$ cat src/rtl/elastic_pipe_buffer_if.sv
// Handshake bundle between a producer stage, the elastic buffer and a consumer stage.
// The slave modport is the buffer's view; master is the surrounding pipeline's view.
interface elastic_pipe_buffer_if #(
  parameter int WIDTH = 32
) ();

  logic             in_valid;
  logic [WIDTH-1:0] in_data;
  logic             in_ready;
  logic             out_valid;
  logic [WIDTH-1:0] out_data;
  logic             out_ready;

  modport slave (
    input  in_valid,
    input  in_data,
    output in_ready,
    output out_valid,
    output out_data,
    input  out_ready
  );

  modport master (
    output in_valid,
    output in_data,
    input  in_ready,
    input  out_valid,
    input  out_data,
    output out_ready
  );

endinterface

$ cat src/rtl/elastic_pipe_buffer.sv
// Elastic pipeline register: a DEPTH-entry circular queue with valid/ready on both
// sides, plus hazard-unit stall (freeze) and flush (squash) controls.
// Handshake outputs depend only on registered state and stall/flush, so there is no
// combinational path from out_ready to in_ready or from in_valid to out_valid.
module elastic_pipe_buffer #(
  parameter int WIDTH = 32,
  parameter int DEPTH = 2
) (
  input  logic                         clk,
  input  logic                         reset,
  input  logic                         stall,
  input  logic                         flush,
  elastic_pipe_buffer_if.slave         bus,
  output logic [$clog2(DEPTH+1)-1:0]   count,
  output logic                         full,
  output logic                         empty
);

  localparam int CW = $clog2(DEPTH + 1);
  localparam int PW = (DEPTH > 1) ? $clog2(DEPTH) : 1;

  logic [WIDTH-1:0] mem [DEPTH];
  logic [PW-1:0]    rdPtr;
  logic [PW-1:0]    wrPtr;
  logic             push;
  logic             pop;

  // Pointers wrap explicitly because DEPTH need not be a power of two.
  function automatic logic [PW-1:0] advance(input logic [PW-1:0] p);
    if (p == PW'(DEPTH - 1)) return '0;
    else                     return p + 1'b1;
  endfunction

  // Handshake and status decode from registered occupancy and hazard controls.
  always_comb begin
    bus.in_ready  = ~stall & ~flush & (count != CW'(DEPTH));
    bus.out_valid = ~stall & ~flush & (count != '0);
    bus.out_data  = bus.out_valid ? mem[rdPtr] : '0;
    full          = (count == CW'(DEPTH));
    empty         = (count == '0);
    push          = bus.in_valid & bus.in_ready;
    pop           = bus.out_valid & bus.out_ready;
  end

  // Pointer and occupancy bookkeeping; reset beats flush, and both discard any transfer.
  always_ff @(posedge clk) begin
    if (reset || flush) begin
      count <= '0;
      rdPtr <= '0;
      wrPtr <= '0;
    end else begin
      if (push) wrPtr <= advance(wrPtr);
      if (pop)  rdPtr <= advance(rdPtr);
      case ({push, pop})
        2'b10:   count <= count + 1'b1;
        2'b01:   count <= count - 1'b1;
        default: count <= count;
      endcase
    end
  end

  // Storage write; contents are not cleared since count gates visibility.
  always_ff @(posedge clk) begin
    if (!reset && push) mem[wrPtr] <= bus.in_data;
  end

endmodule

$ cat src/flat_wrapper.sv
// flat-port wrapper written by rule: the top's interface ports become plain ports
module elastic_pipe_buffer_flat 
#(
  parameter int WIDTH = 32,
  parameter int DEPTH = 2
)
  (clk, reset, stall, flush, count, full, empty, bus_in_valid, bus_in_data, bus_in_ready, bus_out_valid, bus_out_data, bus_out_ready);
  elastic_pipe_buffer_if #(.WIDTH(WIDTH)) bus_i ();
  input  logic clk;
  input  logic reset;
  input  logic stall;
  input  logic flush;
  output logic [$clog2(DEPTH+1)-1:0] count;
  output logic full;
  output logic empty;
  input wire logic [$bits(bus_i.in_valid)-1:0] bus_in_valid;
  input wire logic [$bits(bus_i.in_data)-1:0] bus_in_data;
  output wire logic [$bits(bus_i.in_ready)-1:0] bus_in_ready;
  output wire logic [$bits(bus_i.out_valid)-1:0] bus_out_valid;
  output wire logic [$bits(bus_i.out_data)-1:0] bus_out_data;
  input wire logic [$bits(bus_i.out_ready)-1:0] bus_out_ready;
  assign bus_i.in_valid = bus_in_valid;
  assign bus_i.in_data = bus_in_data;
  assign bus_in_ready = bus_i.in_ready;
  assign bus_out_valid = bus_i.out_valid;
  assign bus_out_data = bus_i.out_data;
  assign bus_i.out_ready = bus_out_ready;
  elastic_pipe_buffer #(.WIDTH(WIDTH), .DEPTH(DEPTH)) u_core (.clk(clk), .reset(reset), .stall(stall), .flush(flush), .bus(bus_i), .count(count), .full(full), .empty(empty));
endmodule
$ cat config.mk
export PLATFORM = sky130hd
export DESIGN_NAME = elastic_pipe_buffer_flat
export DESIGN_NICKNAME = d
export VERILOG_FILES = /design/src/rtl/elastic_pipe_buffer_if.sv /design/src/rtl/elastic_pipe_buffer.sv /design/src/flat_wrapper.sv
export SDC_FILE = /design/constraint.sdc
export NUM_CORES = 1
export LEC_CHECK = 0
export CAP_MARGIN = 20
export CORE_UTILIZATION = 50
export DETAILED_ROUTE_END_ITERATION = 7
export DONT_BUFFER_PORTS = 1
export HOLD_SLACK_MARGIN = 0.12
export PLACE_DENSITY = 0.63
export SLEW_MARGIN = 30
export SYNTH_ARGS = -nofsm -noshare
export SYNTH_HDL_FRONTEND = slang
export SYNTH_SLANG_ARGS = --single-unit
$ cat constraint.sdc
create_clock -name clk -period 9.05 [get_ports clk]
set_clock_uncertainty 0.15 [all_clocks]
set_input_delay 2.715 -clock clk [delete_from_list [all_inputs] [get_ports clk]]
set_output_delay 2.715 -clock clk [all_outputs]
set_load 0.03 [all_outputs]
# [After elaboration in Yosys (flattened, before gate mapping)]
# Memory sizes are Yosys's and may differ from the RTL's. A register that Yosys moved wholly into a read port is not among the register bits.
# Cells that the tools add are included.
[totals] regBits=4 ramBits=64 input_bits=38 out_inout_bits=38 word_cells=33 memories=1
[memory_table] name="u_core.mem" words=2 word_bits=32 rd=1 rd_clocked_by_memory_dff=1 wr=1 line="elastic_pipe_buffer.sv:22" source="logic [WIDTH-1:0] mem [DEPTH];"
[op_classes] add_sub_neg=4 eq_ne=4 n_mux=8 bitwise_logic=7 n_reduce_logical=6
[ops] op="$mux W32" count=1
[ops] op="$mux W1" count=6
[ops] op="$and A1 B1 Y1" count=5
[ops] op="$eq A2 B2 Y1 const B" count=2
[ops] op="$pmux W2 S2" count=1
[ops] op="$reduce_bool A2 Y1" count=2
[ops] op="$add A1 B1 Y1 const B" count=2
[ops] op="$add A2 B1 Y2 const B" count=1
[ops] op="$eq A2 B1 Y1 const B" count=1
[ops] op="$logic_not A2 Y1" count=1
[ops] op="$ne A2 B2 Y1 const B" count=1
[ops] op="$not A1 Y1" count=2
[ops] op="$sub A2 B1 Y2 const B" count=1
[ops] op="$logic_and A1 B1 Y1" count=1
[ops] op="$logic_not A1 Y1" count=1
[ops] op="$logic_or A1 B1 Y1" count=1

# [Depth between registers and ports, before layout]
[depth] depth_word=7 mapped_depth=9 depth_no_buf=8

# [Worst setup path after synthesis]
# No wires, ideal clock.
[synth_path] path_type="input to register" start="in flush" end="mem u_core.mem[1][0], enable pin" setup_ps=513 arrival_ps=6529 required_ps=8387 setup_slack_ps=1858 stages=3 path_buffers=1 path_cell_list="or2_2 -> clkbuf_1 -> nor4b_1"
[synth_via] elab_chain_len=7
[synth_rtl] item="from (decl)" line="flat_wrapper.sv:12" source="input logic flush;"
[synth_rtl] item="$not A1 Y1" line="elastic_pipe_buffer.sv:36" source="bus.in_ready = ~stall & ~flush & (count != CW'(DEPTH));"
[synth_rtl] item="$and A1 B1 Y1 (2 in a row)" line="elastic_pipe_buffer.sv:36"
[synth_rtl] item="$and A1 B1 Y1" line="elastic_pipe_buffer.sv:41" source="push = bus.in_valid & bus.in_ready;"
[synth_rtl] item="$logic_and A1 B1 Y1" line="elastic_pipe_buffer.sv:64" source="if (!reset && push) mem[wrPtr] <= bus.in_data;"
[synth_rtl] item="$mux W1" line="elastic_pipe_buffer.sv:64"
[synth_rtl] item="$mux W1 (not written as such)" line="elastic_pipe_buffer.sv:64"
[synth_rtl] item="to (decl)" line="elastic_pipe_buffer.sv:22"
# No other way between the ends.

# [Final worst setup path]
[layout_path] start="in stall" end="out bus_out_data[0]"
[layout_via] elab_chain_len=4
[layout_rtl] item="from (decl)" line="flat_wrapper.sv:11" source="input logic stall;"
[layout_rtl] item="$not A1 Y1" line="elastic_pipe_buffer.sv:37" source="bus.out_valid = ~stall & ~flush & (count != '0);"
[layout_rtl] item="$and A1 B1 Y1 (2 in a row)" line="elastic_pipe_buffer.sv:37"
[layout_rtl] item="$mux W32" line="elastic_pipe_buffer.sv:38" source="bus.out_data = bus.out_valid ? mem[rdPtr] : '0;"
[layout_rtl] item="to (decl)" line="flat_wrapper.sv:20" source="output wire logic [$bits(bus_i.out_data)-1:0] bus_out_data;"
# No other way between the ends.

==> run_results.csv <==
group,metric,value,unit
synth,synth_area_leaders,"edfxtp_1 (69%), mux2i_1 (12%), nor2_4 (4.1%)",
place,placed_cells,233,
clocking,clock_latency,0.32,ns
worst_setup_path,startpoint_type,"input pin",
global_routing,grt_overflow,0,
synth,syn_area,2780,µm²
synth,ys_ff_latch,69,
timing,finalCriticalPeriod,7.09,ns
timing,worst_pin_slew,0.995,ns
clocking,clockRootBuffer,"clkbuf_8",
drt,dr_total_vias,1304,
timing,rsz0062_at_grt,"false",
timing,slew_headroom,33.5,%
global_routing,grt_use_total,15.6,%
drt,routed_wl,4.17,mm
finish,drive_gt1_share,16.9,%
drt,drtIter0Drc,43,
global_routing,grt_pass1_vias,1358,
clocking,cts_max_level,3,
worst_setup_path,max_stage_delay,0.87,ns
synth,ys_top_cells_by_count,"edfxtp_1 (64), mux2i_1 (32), nor2_1 (23), nor2_4 (10)",
clocking,cts_tree,"built",
hold_path,min_path_cells,2,
finish,fill_cells,437,
worst_setup_path,crit_arrival,4.23,ns
floorplan,core,5240,µm²
place,portBuffers,0,
finish,final_nets,213,
timing,setup_tns,0,ns
floorplan,std_cell_rows,26,
floorplan,initial_core_util,53.1,%
power_and_ir_drop,power,0.000556,W
global_routing,grt_max_degree,34,
timing,finalCritPeriodShare,78.3,%
worst_setup_path,path_class,"in -> out",
place,dp_hpwl,2.81,mm
synth,synth_flop_cell,"edfxtp_1",
timing,maxSlewViolCount,0,
synth,yosys_warnings,0,
drt,drc,0,
synth,synth_nets,208,
synth,yosysSeqAreaShare,72.8,%
drt,firstDrtPassIters,4,
finish,multi_input_area,687,µm²
finish,instances_no_fill,248,
power_and_ir_drop,ir_drop,0.000108,V
hold_path,worstHoldStart,"u_core.rdPtr",
worst_setup_path,r2r_slack,5.69,ns
synth,synth-async-reset-ratio,0,%
floorplan,die_y,76.6,µm
timing,fmax,141,MHz
global_routing,antenna_found_initial,0,
clocking,clock-sinks,69,
global_routing,grt_pass1_wl,6.53,mm
synth,synth_edf_count,64,
worst_setup_path,r2r_cells,7,
clocking,post_cts_resized,0,
drt,wl_per_cell,16.8,µm
clocking,clk_path_buf_depth,2,
clocking,path_clk_slew,0.06,ns
drt,ant_nets,0,
clocking,cts_setup_buffers,0,
synth,yosysMostFrequentCell,"edfxtp_1",
hold_path,hp-class,"reg -> reg",
flow_run,drv_cap,0,
synth,netlist_instances,169,
place,gp_congestion,0.665,
floorplan,dieArea,5860,µm²
synth,synth_top_cell_area_share,69.2,%
worst_setup_path,critPathMaxFanout,33,
clocking,numCtsBuffers,9,
drt,avgViaCountPerCell,5.26,
worst_setup_path,critical_path_buf_inv_count,0,
worst_setup_path,critPathSlowestCell,"or3_2",
worst_setup_path,r2r-end,"u_core.count[1]",
power_and_ir_drop,power.leakage,0.870,nW
worst_setup_path,r2r-start,"u_core.count[0]",
worst_setup_path,worstPathRequired,6.19,ns
finish,seq_area,2030,µm²
worst_setup_path,path_cells,"or3_2, nor2_1",
finish,antenna_cells,0,
synth,syn_area_per_cell,16.4,µm²
synth,ys_types,24,
worst_setup_path,crit_family,"simple AND/OR/NAND/NOR gates",
worst_setup_path,critPathCaptureType,"output port",
power_and_ir_drop,p_per_area,186,nW/µm²
synth,synth.largest_area_cell,"edfxtp_1",
finish,finish.utilization,56.9,%
floorplan,die_w,76.6,µm
timing,hold_viol,0,
floorplan,ioPinCount,76,
clocking,hold_buffers,0,
run_status,status,"completed",
finish,area_delta_synth_final,7.29,%
timing,setup_viol_count_final,0,
-- flip-flops by register name, summed over array words and instances, names as in the netlist, named ones only --
signal        flops
u_core.count      2
u_core.wrPtr      1
u_core.mem       64
u_core.rdPtr      1
-- kinds of logic after synthesis --
kind of cell               count (synthesis)  share of synthesized area, %
xor gates and xnor gates                   2                         0.630
DFF                                       69                          72.8
muxes                                     32                          11.5
buffers and inverters                     11                          3.02
and+or+nand+nor                           47                          10.4
adders and majority gates                  1                         0.450
AOI/OAI and AO/OA                          7                          1.26
-- power breakdown --
part / switching, W / total, W / internal [W]
registers: 0.00000157 / 0.000353 / 0.000352
logic: 0.00000779 / 0.0000109 / 0.00000314
clock network: 0.0000969 / 0.000192 / 0.0000947
total: 0.000106 / 0.000556 / 0.000450
-- stage by stage --
stage / instance area [µm²] / hold WS [ns] / setup slack [ns]
6_report: 2980 / 0.363 / 1.96
4_1_cts: 2980 / 0.367 / 1.95
5_1_grt: 2980 / 0.402 / 1.90
2_1_floorplan: 2780 / 0.316 / 1.86
3_5_place_dp: 2830 / 0.356 / 1.94
3_3_place_gp: 2830 / 0.333 / 2.00
-- per-layer routing --
layer / vias to the layer above / global-route usage, % / wire length (µm)
met5: - / 0 / 0
met4: 0 / 8.65 / 72
met3: 7 / 7.19 / 350
met2: 55 / 26.3 / 2200
met1: 612 / 16.1 / 1540
li1: 630 / - / -
-- worst max-delay path by stage --
stage,startpoint,to,slack [ns],cells after the start
CTS,stall,bus_out_data[0],1.95,2
floorplan,flush,u_core.mem[1][0],1.86,3
finish,stall,bus_out_data[0],1.96,2
global placement,stall,bus_out_data[30],2.00,2
global route,stall,bus_out_data[0],1.90,2
detailed placement,stall,bus_out_data[0],1.94,2
-- cells in the final DEF (no fill, tap or decap), drive strengths merged --
cell and n:
a21oi 4, and2 1, buf 4, clkbuf 11, clkinv 4, dfxtp 5, edfxtp 64, ha 1
inv 1, mux2i 32, nand2b 2, nor2 34, nor2b 1, nor3 1, nor4 1, nor4b 1
o21ai 3, or2 1, or3 5, xnor2 1, xor2 1
-- layout make-up --
cell class              count  share of cell area, %
multi-input cells          89                   23.0
clock inverters             4                  0.546
flip-flops and latches     69                   67.9
inverters                   1                  0.126
clock buffers              11                   4.41
repair buffers              4                   1.01
well taps                  70                   2.94
Power figures use the tool's default switching activity.
